<file path="src/rtl/pipe_trace_buffer_pkg.sv">
// Shared definitions for the RV32I retirement trace buffer.
//
// Contents:
//   trace_state_e  - capture FSM encoding (IDLE=0, ARMED=1, POST=2, FROZEN=3)
//   TS_W           - timestamp field width (32 when TRACE_TIMESTAMP_EN is defined, else 0)
//   entry_w()      - width of one trace entry
//   *_lsb()/regwr_bit() - field offsets inside an entry
//
// Entry layout, MSB to LSB: {pc, reg_wr, rd, data}[, timestamp]
//
// Optional feature macro: TRACE_TIMESTAMP_EN
package pipe_trace_pkg;

    typedef enum logic [1:0] {
        IDLE   = 2'd0,
        ARMED  = 2'd1,
        POST   = 2'd2,
        FROZEN = 2'd3
    } trace_state_e;

`ifdef TRACE_TIMESTAMP_EN
    localparam int TS_W = 32;
`else
    localparam int TS_W = 0;
`endif

    localparam int TS_LSB = 0;

    function automatic int entry_w(input int xlen, input int reg_addr_w);
        return 2 * xlen + reg_addr_w + 1 + TS_W;
    endfunction

    function automatic int data_lsb();
        return TS_W;
    endfunction

    function automatic int rd_lsb(input int xlen);
        return TS_W + xlen;
    endfunction

    function automatic int regwr_bit(input int xlen, input int reg_addr_w);
        return TS_W + xlen + reg_addr_w;
    endfunction

    function automatic int pc_lsb(input int xlen, input int reg_addr_w);
        return TS_W + xlen + reg_addr_w + 1;
    endfunction

endpackage

</file>
<file path="src/rtl/pipe_trace_buffer_if.sv">
// Retirement-in / drain-out bus of the trace buffer.
//
// Signals:
//   wb_valid, wb_reg_wr, wb_rd, wb_data, wb_pc - write-back retirement (pipeline -> buffer)
//   out_valid, out_data                        - drained entry (buffer -> consumer)
//   out_ready                                  - consumer accepts entry
// Modports:
//   master - pipeline/consumer side
//   slave  - trace buffer side
//
// ENTRY_W follows TRACE_TIMESTAMP_EN through pipe_trace_pkg::entry_w().
interface pipe_trace_buffer_if
    import pipe_trace_pkg::*;
#(
    parameter int XLEN       = 32,
    parameter int REG_ADDR_W = 5,
    parameter int ENTRY_W    = entry_w(XLEN, REG_ADDR_W)
);
    logic                  wb_valid;
    logic                  wb_reg_wr;
    logic [REG_ADDR_W-1:0] wb_rd;
    logic [XLEN-1:0]       wb_data;
    logic [XLEN-1:0]       wb_pc;
    logic                  out_valid;
    logic                  out_ready;
    logic [ENTRY_W-1:0]    out_data;

    modport master (
        output wb_valid, wb_reg_wr, wb_rd, wb_data, wb_pc, out_ready,
        input  out_valid, out_data
    );

    modport slave (
        input  wb_valid, wb_reg_wr, wb_rd, wb_data, wb_pc, out_ready,
        output out_valid, out_data
    );
endinterface

</file>
<file path="src/rtl/pipe_trace_buffer_trace_ram.sv">
// trace_ram: DEPTH x WIDTH register array holding trace entries.
//
// Ports:
//   clk   - clock
//   we    - write enable
//   waddr - write index
//   wdata - entry to store
//   raddr - read index
//   rdata - entry at raddr (asynchronous read, zero latency)
module trace_ram #(
    parameter int DEPTH = 16,
    parameter int WIDTH = 70,
    parameter int AW    = $clog2(DEPTH)
) (
    input  logic             clk,
    input  logic             we,
    input  logic [AW-1:0]    waddr,
    input  logic [WIDTH-1:0] wdata,
    input  logic [AW-1:0]    raddr,
    output logic [WIDTH-1:0] rdata
);
    logic [WIDTH-1:0] mem [DEPTH];

    // NOTE: the array has no reset; slots are only read after being written
    // (entries counts them), and an unreset array can map onto distributed RAM.
    always_ff @(posedge clk) begin
        if (we) mem[waddr] <= wdata;
    end

    assign rdata = mem[raddr];
endmodule

</file>
<file path="src/rtl/pipe_trace_buffer.sv">
// pipe_trace_buffer: circular capture of write-back retirements with a
// PC-match / external trigger, a post-trigger window and an oldest-first drain.
//
// Ports:
//   clk, rst          - clock, asynchronous active-low reset
//   enable            - capture qualifier (0: no write, state holds)
//   arm               - pulse: discard contents, restart capture
//   trig_en, trig_pc  - PC-match trigger enable and target
//   trig_ext          - external trigger pulse
//   bus (slave)       - retirement input and valid/ready drain output
//   entries           - number of valid entries held
//   state_o           - IDLE=0, ARMED=1, POST=2, FROZEN=3
//   triggered         - sticky trigger-seen flag, cleared by arm
//
// Optional feature macro: TRACE_TIMESTAMP_EN appends a free-running 32-bit
// cycle count as the entry LSBs.
module pipe_trace_buffer
    import pipe_trace_pkg::*;
#(
    parameter int XLEN       = 32,
    parameter int REG_ADDR_W = 5,
    parameter int DEPTH      = 16,
    parameter int POST_TRIG  = 8
) (
    input  logic                       clk,
    input  logic                       rst,
    input  logic                       enable,
    input  logic                       arm,
    input  logic                       trig_en,
    input  logic [XLEN-1:0]            trig_pc,
    input  logic                       trig_ext,
    pipe_trace_buffer_if.slave         bus,
    output logic [$clog2(DEPTH+1)-1:0] entries,
    output logic [1:0]                 state_o,
    output logic                       triggered
);
    localparam int PTR_W   = $clog2(DEPTH);
    localparam int CNT_W   = $clog2(DEPTH + 1);
    localparam int ENTRY_W = entry_w(XLEN, REG_ADDR_W);

    trace_state_e       state;
    logic [PTR_W-1:0]   wr_ptr;
    logic [PTR_W-1:0]   rd_ptr;
    logic [CNT_W-1:0]   post_cnt;
    logic [ENTRY_W-1:0] wr_entry;
    logic [ENTRY_W-1:0] rd_entry;
    logic               capture;
    logic               wr_en;
    logic               trig_hit;

`ifdef TRACE_TIMESTAMP_EN
    logic [31:0] ts_cnt;

    always_ff @(posedge clk or negedge rst) begin
        if (!rst) ts_cnt <= '0;
        else      ts_cnt <= ts_cnt + 32'd1;
    end

    assign wr_entry = {bus.wb_pc, bus.wb_reg_wr, bus.wb_rd, bus.wb_data, ts_cnt};
`else
    assign wr_entry = {bus.wb_pc, bus.wb_reg_wr, bus.wb_rd, bus.wb_data};
`endif

    assign capture  = (state == ARMED || state == POST) && enable && bus.wb_valid;
    // arm wins over a capture in the same cycle.
    assign wr_en    = capture && !arm;
    assign trig_hit = (state == ARMED) &&
                      ((trig_en && enable && bus.wb_valid && bus.wb_pc == trig_pc) || trig_ext);

    // Oldest entry sits 'entries' slots behind the write pointer; when full the
    // low bits of entries are zero, so the oldest slot is wr_ptr itself.
    assign rd_ptr = wr_ptr - entries[PTR_W-1:0];

    trace_ram #(
        .DEPTH (DEPTH),
        .WIDTH (ENTRY_W)
    ) u_ram (
        .clk   (clk),
        .we    (wr_en),
        .waddr (wr_ptr),
        .wdata (wr_entry),
        .raddr (rd_ptr),
        .rdata (rd_entry)
    );

    always_ff @(posedge clk or negedge rst) begin
        if (!rst) begin
            state     <= IDLE;
            wr_ptr    <= '0;
            entries   <= '0;
            post_cnt  <= '0;
            triggered <= 1'b0;
        end else if (arm) begin
            state     <= ARMED;
            wr_ptr    <= '0;
            entries   <= '0;
            post_cnt  <= '0;
            triggered <= 1'b0;
        end else begin
            // NOTE: non-blocking assignments throughout, so every branch below
            // reads the pre-edge values of wr_ptr/entries/post_cnt.
            if (wr_en) begin
                wr_ptr <= wr_ptr + PTR_W'(1);
                if (entries != CNT_W'(DEPTH)) entries <= entries + CNT_W'(1);
            end

            case (state)
                IDLE: ;
                ARMED: begin
                    if (trig_hit) begin
                        triggered <= 1'b1;
                        if (POST_TRIG == 0) begin
                            state <= FROZEN;
                        end else begin
                            state    <= POST;
                            post_cnt <= CNT_W'(POST_TRIG);
                        end
                    end
                end
                POST: begin
                    if (capture) begin
                        post_cnt <= post_cnt - CNT_W'(1);
                        if (post_cnt == CNT_W'(1)) state <= FROZEN;
                    end
                end
                FROZEN: begin
                    if (entries == '0) begin
                        state <= IDLE;
                    end else if (bus.out_ready) begin
                        entries <= entries - CNT_W'(1);
                        if (entries == CNT_W'(1)) state <= IDLE;
                    end
                end
                default: state <= IDLE;
            endcase
        end
    end

    assign state_o       = state;
    assign bus.out_valid = (state == FROZEN) && (entries != '0);
    // Gated so out_data reads zero whenever nothing is offered.
    assign bus.out_data  = bus.out_valid ? rd_entry : '0;
endmodule

</file>
<file path="src/flat_wrapper.sv">
// flat-port wrapper written by rule: the top's interface ports become plain ports
module pipe_trace_buffer_flat import pipe_trace_pkg::*;
#(
    parameter int XLEN       = 32,
    parameter int REG_ADDR_W = 5,
    parameter int DEPTH      = 16,
    parameter int POST_TRIG  = 8
)
  (clk, rst, enable, arm, trig_en, trig_pc, trig_ext, entries, state_o, triggered, bus_wb_valid, bus_wb_reg_wr, bus_wb_rd, bus_wb_data, bus_wb_pc, bus_out_ready, bus_out_valid, bus_out_data);
  pipe_trace_buffer_if #(.XLEN(XLEN), .REG_ADDR_W(REG_ADDR_W), .ENTRY_W((2 * XLEN + (5) + 1))) bus_i ();
  input  logic clk;
  input  logic rst;
  input  logic enable;
  input  logic arm;
  input  logic trig_en;
  input  logic [XLEN-1:0] trig_pc;
  input  logic trig_ext;
  output logic [$clog2(DEPTH+1)-1:0] entries;
  output logic [1:0] state_o;
  output logic triggered;
  input wire logic [$bits(bus_i.wb_valid)-1:0] bus_wb_valid;
  input wire logic [$bits(bus_i.wb_reg_wr)-1:0] bus_wb_reg_wr;
  input wire logic [$bits(bus_i.wb_rd)-1:0] bus_wb_rd;
  input wire logic [$bits(bus_i.wb_data)-1:0] bus_wb_data;
  input wire logic [$bits(bus_i.wb_pc)-1:0] bus_wb_pc;
  input wire logic [$bits(bus_i.out_ready)-1:0] bus_out_ready;
  output wire logic [$bits(bus_i.out_valid)-1:0] bus_out_valid;
  output wire logic [$bits(bus_i.out_data)-1:0] bus_out_data;
  assign bus_i.wb_valid = bus_wb_valid;
  assign bus_i.wb_reg_wr = bus_wb_reg_wr;
  assign bus_i.wb_rd = bus_wb_rd;
  assign bus_i.wb_data = bus_wb_data;
  assign bus_i.wb_pc = bus_wb_pc;
  assign bus_i.out_ready = bus_out_ready;
  assign bus_out_valid = bus_i.out_valid;
  assign bus_out_data = bus_i.out_data;
  pipe_trace_buffer #(.XLEN(XLEN), .REG_ADDR_W(REG_ADDR_W), .DEPTH(DEPTH), .POST_TRIG(POST_TRIG)) u_core (.clk(clk), .rst(rst), .enable(enable), .arm(arm), .trig_en(trig_en), .trig_pc(trig_pc), .trig_ext(trig_ext), .bus(bus_i), .entries(entries), .state_o(state_o), .triggered(triggered));
endmodule
</file>
<file path="config.mk">
export PLATFORM = sky130hd
export DESIGN_NAME = pipe_trace_buffer_flat
export DESIGN_NICKNAME = d
export VERILOG_FILES = /design/src/rtl/pipe_trace_buffer_pkg.sv /design/src/rtl/pipe_trace_buffer_if.sv /design/src/rtl/pipe_trace_buffer_trace_ram.sv /design/src/rtl/pipe_trace_buffer.sv /design/src/flat_wrapper.sv
export SDC_FILE = /design/constraint.sdc
export NUM_CORES = 1
export LEC_CHECK = 0
export ABC_AREA = 1
export ABC_CLOCK_PERIOD_IN_PS = 6900
export CORE_ASPECT_RATIO = 1.1
export CORE_UTILIZATION = 51
export CTS_BUF_LIST = sky130_fd_sc_hd__clkbuf_16
export DETAILED_ROUTE_END_ITERATION = 8
export DONT_BUFFER_PORTS = 1
export PLACE_DENSITY_LB_ADDON = 0.1
export SLEW_MARGIN = 20
export SYNTH_ARGS = -nofsm -noshare
export SYNTH_HDL_FRONTEND = slang
export SYNTH_SLANG_ARGS = --single-unit
export TNS_END_PERCENT = 50
</file>
<file path="constraint.sdc">
create_clock -name clk -period 6.9 [get_ports clk]
set_input_delay 0.69 -clock clk [delete_from_list [all_inputs] [get_ports clk]]
set_output_delay 0.69 -clock clk [all_outputs]
set_load 0.01 [all_outputs]
</file>
==> Word-level counts from Yosys, hierarchy flattened <==
Memory sizes are Yosys's and may differ from the RTL's.
Cells that the tools add are included.
W data, S select, Z words.
{ "totals": {"register_bits": 17, "latch_bits": 0, "mem_bits_rw": 1120, "rom_bits": 0, "inputBits": 110, "output_inout_bits": 79, "wordCells": 70, "n_memories": 1} }
{ "mem_list": {"columns": ["name", "words", "word_bits", "read_ports", "rd_ports_with_merged_regs", "wr", "line", "rtl"], "rows": [
  ["u_core.u_ram.mem", 16, 70, 1, 0, 1, "pipe_trace_buffer_trace_ram.sv:22", "logic [WIDTH-1:0] mem [DEPTH];"]
]} }
{ "classes": {"addsub": 5, "n_mul": 0, "n_div": 0, "order_cmp": 0, "eq_ne": 12, "n_shift": 0, "n_mux": 26, "bitwise_logic": 0, "reduce_logical": 21} }
{ "ops": {"columns": ["cell", "n"], "rows": [
  ["$mux W70", 1],
  ["$mux W5", 9],
  ["$eq A32 B32 Y1", 1],
  ["$mux W2", 7],
  ["$eq A5 B1 Y1 const B", 2],
  ["$pmux W5 S2", 1],
  ["$sub A5 B1 Y5 const B", 2],
  ["$logic_and A1 B1 Y1", 8],
  ["$mux W4", 2],
  ["$ne A3 B2 Y1 const B", 2],
  ["$pmux W2 S3", 1],
  ["$reduce_and A6 Y1", 1],
  ["$reduce_bool A2 Y1", 3],
  ["$add A5 B1 Y5 const B", 1],
  ["$logic_not A5 Y1", 1],
  ["$mux W1", 5],
  ["$ne A5 B5 Y1 const B", 1],
  ["$reduce_bool A5 Y1", 1],
  ["$add A4 B1 Y4 const B", 1],
  ["$eq A2 B2 Y1 const B", 2],
  ["$ne A4 B2 Y1 const B", 1],
  ["$ne A4 B3 Y1 const B", 1],
  ["$reduce_bool A4 Y1", 1],
  ["$sub A4 B4 Y4", 1],
  ["7 further kinds", 8]
]} }

==> Logic depth before layout (Yosys ltp) <==
{ "depth": {"ltp_word": 10, "mapped_depth": 13, "ltp_nobuf": 12} }

==> Cells and area by module <==
A second synthesis with hierarchy kept.
{ "unflattened": {"cells_unflattened": 4924, "area_unflattened_um2": 50025.5} }
{ "modules_own_cells": {"columns": ["module", "n_inst", "cells_each", "area_each_um2", "seq_area_each_um2"], "rows": [
  ["trace_ram", 1, 4532, 47709.5, 33632.3],
  ["pipe_trace_buffer", 1, 392, 2316.0, 425.4]
]} }

==> Worst setup path before layout <==
OpenSTA, ideal clock, no wires.
{ "synth_timing": {"path_type": "reg-to-reg", "start": "register u_core.state[0], in the netlist u_core.state_o[0]", "end": "memory u_core.u_ram.mem[10][0], enable pin", "setup_time_ps": 499, "arrival_time_ps": 4326, "required_time_ps": 6401, "setup_slack_ps": 2075, "path_stages_with_launch": 8, "path_buffers": 0, "synth_period_minus_slack_ps": 4825, "path_cell_list": "dfrtp_1 -> inv_1 -> ha_1 -> nor2_1 -> nand2_1 -> inv_2 -> nand3_1 -> nor2_1"} }
{ "synth_via": {"elab_chain_len": 7, "word_cells_on_any_way": 8, "cone_classes": "2 x eq/ne; 2 x mux; 4 x reduce/logical"} }
{ "synth_rtl": {"columns": ["element", "line", "rtl"], "rows": [
  ["start, declared", "pipe_trace_buffer.sv:41", "trace_state_e state;"],
  ["start signal, assigned", "pipe_trace_buffer.sv:88", "state <= IDLE;"],
  ["start signal, assigned", "pipe_trace_buffer.sv:94", "state <= ARMED;"],
  ["start signal, assigned", "pipe_trace_buffer.sv:113", "state <= FROZEN;"],
  ["$eq A2 B1 Y1 / $eq A2 B2 Y1 (equally long branches)", "pipe_trace_buffer.sv:64", "assign capture = (state == ARMED || state == POST) && enable && bus.wb_valid;"],
  ["$logic_or A1 B1 Y1 (*)", "pipe_trace_buffer.sv:64", null],
  ["$logic_and A1 B1 Y1 (*) (2 in a row)", "pipe_trace_buffer.sv:64", null],
  ["$logic_and A1 B1 Y1 (*)", "pipe_trace_buffer.sv:66", "assign wr_en = capture && !arm;"],
  ["$mux W1 (*)", "pipe_trace_buffer_trace_ram.sv:27", "if (we) mem[waddr] <= wdata;"],
  ["$mux W1 (implied by the code) (*)", "pipe_trace_buffer_trace_ram.sv:27", null],
  ["end, declared", "pipe_trace_buffer_trace_ram.sv:22", null]
]} }
Mark *: on every way between the ends. The rest lies on a longest branch, timed or not.

==> Final worst setup path <==
{ "layout_timing": {"start": "register u_core.entries[0]", "end": "output bus_out_data[49]"} }
{ "layout_via": {"elab_chain_len": 3, "word_cells_on_any_way": 5, "cone_classes": "1 x add/sub; 1 x mux; 2 x reduce/logical; 1 x memory"} }
{ "layout_rtl": {"columns": ["element", "line", "rtl"], "rows": [
  ["start, declared", "pipe_trace_buffer.sv:33", "output logic [$clog2(DEPTH+1)-1:0] entries,"],
  ["start signal, assigned", "pipe_trace_buffer.sv:104", "if (entries != CNT_W'(DEPTH)) entries <= entries + CNT_W'(1);"],
  ["start signal, assigned", "pipe_trace_buffer.sv:130", "entries <= entries - CNT_W'(1);"],
  ["$sub A4 B4 Y4 / $reduce_bool A5 Y1 (equally long branches)", "pipe_trace_buffer.sv:72, pipe_trace_buffer.sv:140", null],
  ["$mem_v2 Z16 W70 / $logic_and A1 B1 Y1 (equally long branches)", null, null],
  ["$mux W70 (*)", "pipe_trace_buffer.sv:142", "assign bus.out_data = bus.out_valid ? rd_entry : '0;"],
  ["end, declared", "flat_wrapper.sv:28", "output wire logic [$bits(bus_i.out_data)-1:0] bus_out_data;"]
]} }
Marks and branches as above.

==> impl_metrics.yaml <==
timing:
  worst_slack_ns: 2.08
  slew_headroom_pct: 31.9
  setup_tns_ns: 0
  finClkSkew_ns: 0.0172
  period_share_pct: 69.9
  fin_hold_ws_ns: 0.0840
  fmax_ghz: 0.207
  grt_setup_unrepaired: "false"
  finalSetupViolations: 0
  tightest_slew_ns: 1.02
  period_minus_slack_ns: 4.82
  hold_viol_final: 0
  slew_viol_final: 0
die:
  core_area_um2: 91300
  die_x_um: 292
  die_height_um: 321
  dieArea_um2: 93800
  io_pins: 189
  start_util_pct: 51.7
  placementRows: 116
critical_path:
  r2r_cells: 8
  worstPathMaxFanout: 130
  end_kind: "primary output"
  critPathLaunchType: "flop"
  required_ns: 6.21
  r2r_start: "u_core.state_o[0]"
  setup.worst_path.class: "flop to primary output"
  worstPathArrival_ns: 4.13
  worstReg2RegEnd: "u_core.u_ram.mem[0][33]"
  reg2reg_slack_ns: 2.94
synth:
  yosysSeqAreaShare_pct: 72.1
  async_flop_share_pct: 1.50
  synth_ff_type: "edfxtp_1"
  yosys.area.top_type: "edfxtp_1"
  syn_inst: 3568
  synthesis.area_um2: 47200
  synth_warnings: 0
  synth_top_area_share_pct: 71.2
  synth_area_leaders: "edfxtp_1 (71%), mux2i_1 (5.9%), nand3_1 (3.6%)"
  synth.net_count: 3695
  avgSynthCellArea_um2: 13.2
  netlist_top_cells_count: "edfxtp_1 (1120), nand2_1 (416), nand3_1 (337)"
  yosysMostFrequentCell: "edfxtp_1"
  synth-seq-cells: 1137
  synth_cell_type_count: 33
  synth_enable_flop_cells: 1120
global_routing:
  grt_max_degree: 202
  antenna_found_initial: 2
  grt_usage_pct: 23.2
  grt_pass1_wl_mm: 164
  grt_pass1_vias: 26700
  gr-total-overflow: 0
routing:
  wl_per_cell_um: 22.7
  antenna_left: 0
  first_pass_iters: 5
  drtIter0Drc: 2098
  via_per_inst: 5.63
  drcViolationCount: 0
  finalWirelength_mm: 109
  vias: 27000
status:
  status: "finished clean"
clock_network:
  cts_inserted_buffers: 115
  cts_tree: "yes"
  cts_resized: 0
  h-tree-depth: 3
  clk_pin_slew_ns: 0.06
  hold_buffers: 1
  cts_setup_buffers: 0
  insertion_delay_ns: 0.68
  clockBufferDepth: 3
  clkSinkCount: 1137
  root_buffer: "clkbuf_16"
layout:
  final_nets: 3646
  area_delta_synth_final_pct: 10.1
  drive_above_1_share_pct: 8.47
  final_cells: 4792
  fillers: 7175
power:
  power_density_nw_per_um2: 375
  finalPower_uw: 19500
  vdd_drop_max_v: 0.000398
  p_leak_uw: 0.0191
placement:
  dpl.hpwl_mm: 53.2
  preCtsSetupSlack_ns: 2.76
  gp_congestion: 0.785
  dp_cells: 4581
  io_buffers: 0
hold_path:
  min_from: "arm"
  hp-class: "primary input to flop"
  whs_endpoint: "u_core.entries[3]"
  whs_path_depth: 1
run:
  drv_cap: 0
## state kept, by name, indices dropped and copies added (netlist names)
signal	count
u_core.triggered	1
u_core.state_o	2
u_core.post_cnt	5
u_core.entries	5
u_core.wr_ptr	4
u_core.u_ram.mem	1120
## critical path, cell delays in order (launching register included)
cell and delay [ns]:
dfrtp_1 0.54, ha_4 0.25, fa_1 0.52, inv_8 0.56, buf_4 0.75, a21oi_1 0.09
o21ai_0 0.14, nand3_1 0.13, nand3_2 0.13, o21ai_2 0.08, nor2_2 0.18
## per-stage QoR
step	util, %	area [µm²]
finish	57.0	52000
global route	57.0	52000
CTS	57.0	52000
detailed placement	53.0	48400
global placement	53.0	48400
floorplan	-	47200
## how the worst max path moves through the flow
stage / from / depth (start not counted) / slack [ns] / to
2_1_floorplan: u_core.state_o[0] / 7 / 2.08 / u_core.u_ram.mem[10][0]
6_report: u_core.entries[0] / 10 / 2.08 / bus_out_data[49]
4_1_cts: u_core.entries[0] / 9 / 2.03 / bus_out_data[12]
3_5_place_dp: u_core.entries[0] / 9 / 2.76 / bus_out_data[12]
5_1_grt: u_core.entries[0] / 10 / 1.81 / bus_out_data[6]
3_3_place_gp: u_core.entries[0] / 9 / 2.78 / bus_out_data[12]
## power by group
part / internal [µW] / switching [µW]
logic: 2010 / 3790
registers: 7680 / 51.6
clock network: 3460 / 2540
total: 13100 / 6380
## cell type report
type	count	area (µm²)	share of cell area (%)
timing repair buffer	42	556	1.07
antenna	1	2.50	0.00481
sequential	1137	34100	65.5
clock buffer	117	2930	5.63
multi-input combinational	1900	11100	21.3
inverter	323	1220	2.35
tap	1180	1480	2.84
clock inverter	92	716	1.38
## logic make-up after synthesis
| kind of cell | share of synthesized area (%) |
|---|---|
| and+or+nand+nor | 8.83 |
| AOI/OAI and AO/OA | 7.19 |
| adders and majority gates | 0.466 |
| muxes | 5.93 |
| xor gates and xnor gates | 0.641 |
| buffers and inverters | 4.84 |
| DFF | 72.1 |
## layout by cell type, fill, tap and decap left out, types with 2 or more instances in the layout
| master | Yosys | routed |
|---|---|---|
| edfxtp_1 | 1120 | 1120 |
| nand2_1 | 416 | 415 |
| inv_1 | 320 | 357 |
| nand3_1 | 337 | 337 |
| a21oi_1 | 288 | 288 |
| mux2i_1 | 280 | 280 |
| o21ai_0 | 186 | 186 |
| o21ai_1 | 146 | 146 |
| clkbuf_16 | 0 | 117 |
| nor2_1 | 86 | 70 |
| nand3_2 | 30 | 30 |
| o21ai_2 | 30 | 30 |
| nor2_2 | 30 | 30 |
| clkinv_1 | 0 | 24 |
| buf_4 | 19 | 22 |
| xnor2_1 | 20 | 20 |
| buf_12 | 3 | 19 |
| dfrtp_1 | 17 | 17 |
| nor2_4 | 0 | 16 |
| ha_1 | 16 | 15 |
| clkinv_2 | 0 | 15 |
| nand4_1 | 12 | 12 |
| bufinv_16 | 0 | 11 |
| xor2_1 | 9 | 9 |
| or2_2 | 3 | 3 |
| inv_2 | 3 | 2 |
| nor3_1 | 2 | 2 |
| xor2_4 | 0 | 2 |
| inv_6 | 0 | 2 |
| clkinv_16 | 0 | 2 |
## layer usage
metal / vias up / track usage, % / routed length [µm]
li1: 12800 / - / -
met1: 13500 / 31.2 / 47200
met2: 644 / 39.7 / 54200
met3: 129 / 3.42 / 5370
met4: 0 / 6.07 / 1890
met5: - / 0 / 0
No activity file was read; power rests on OpenSTA's default activity.
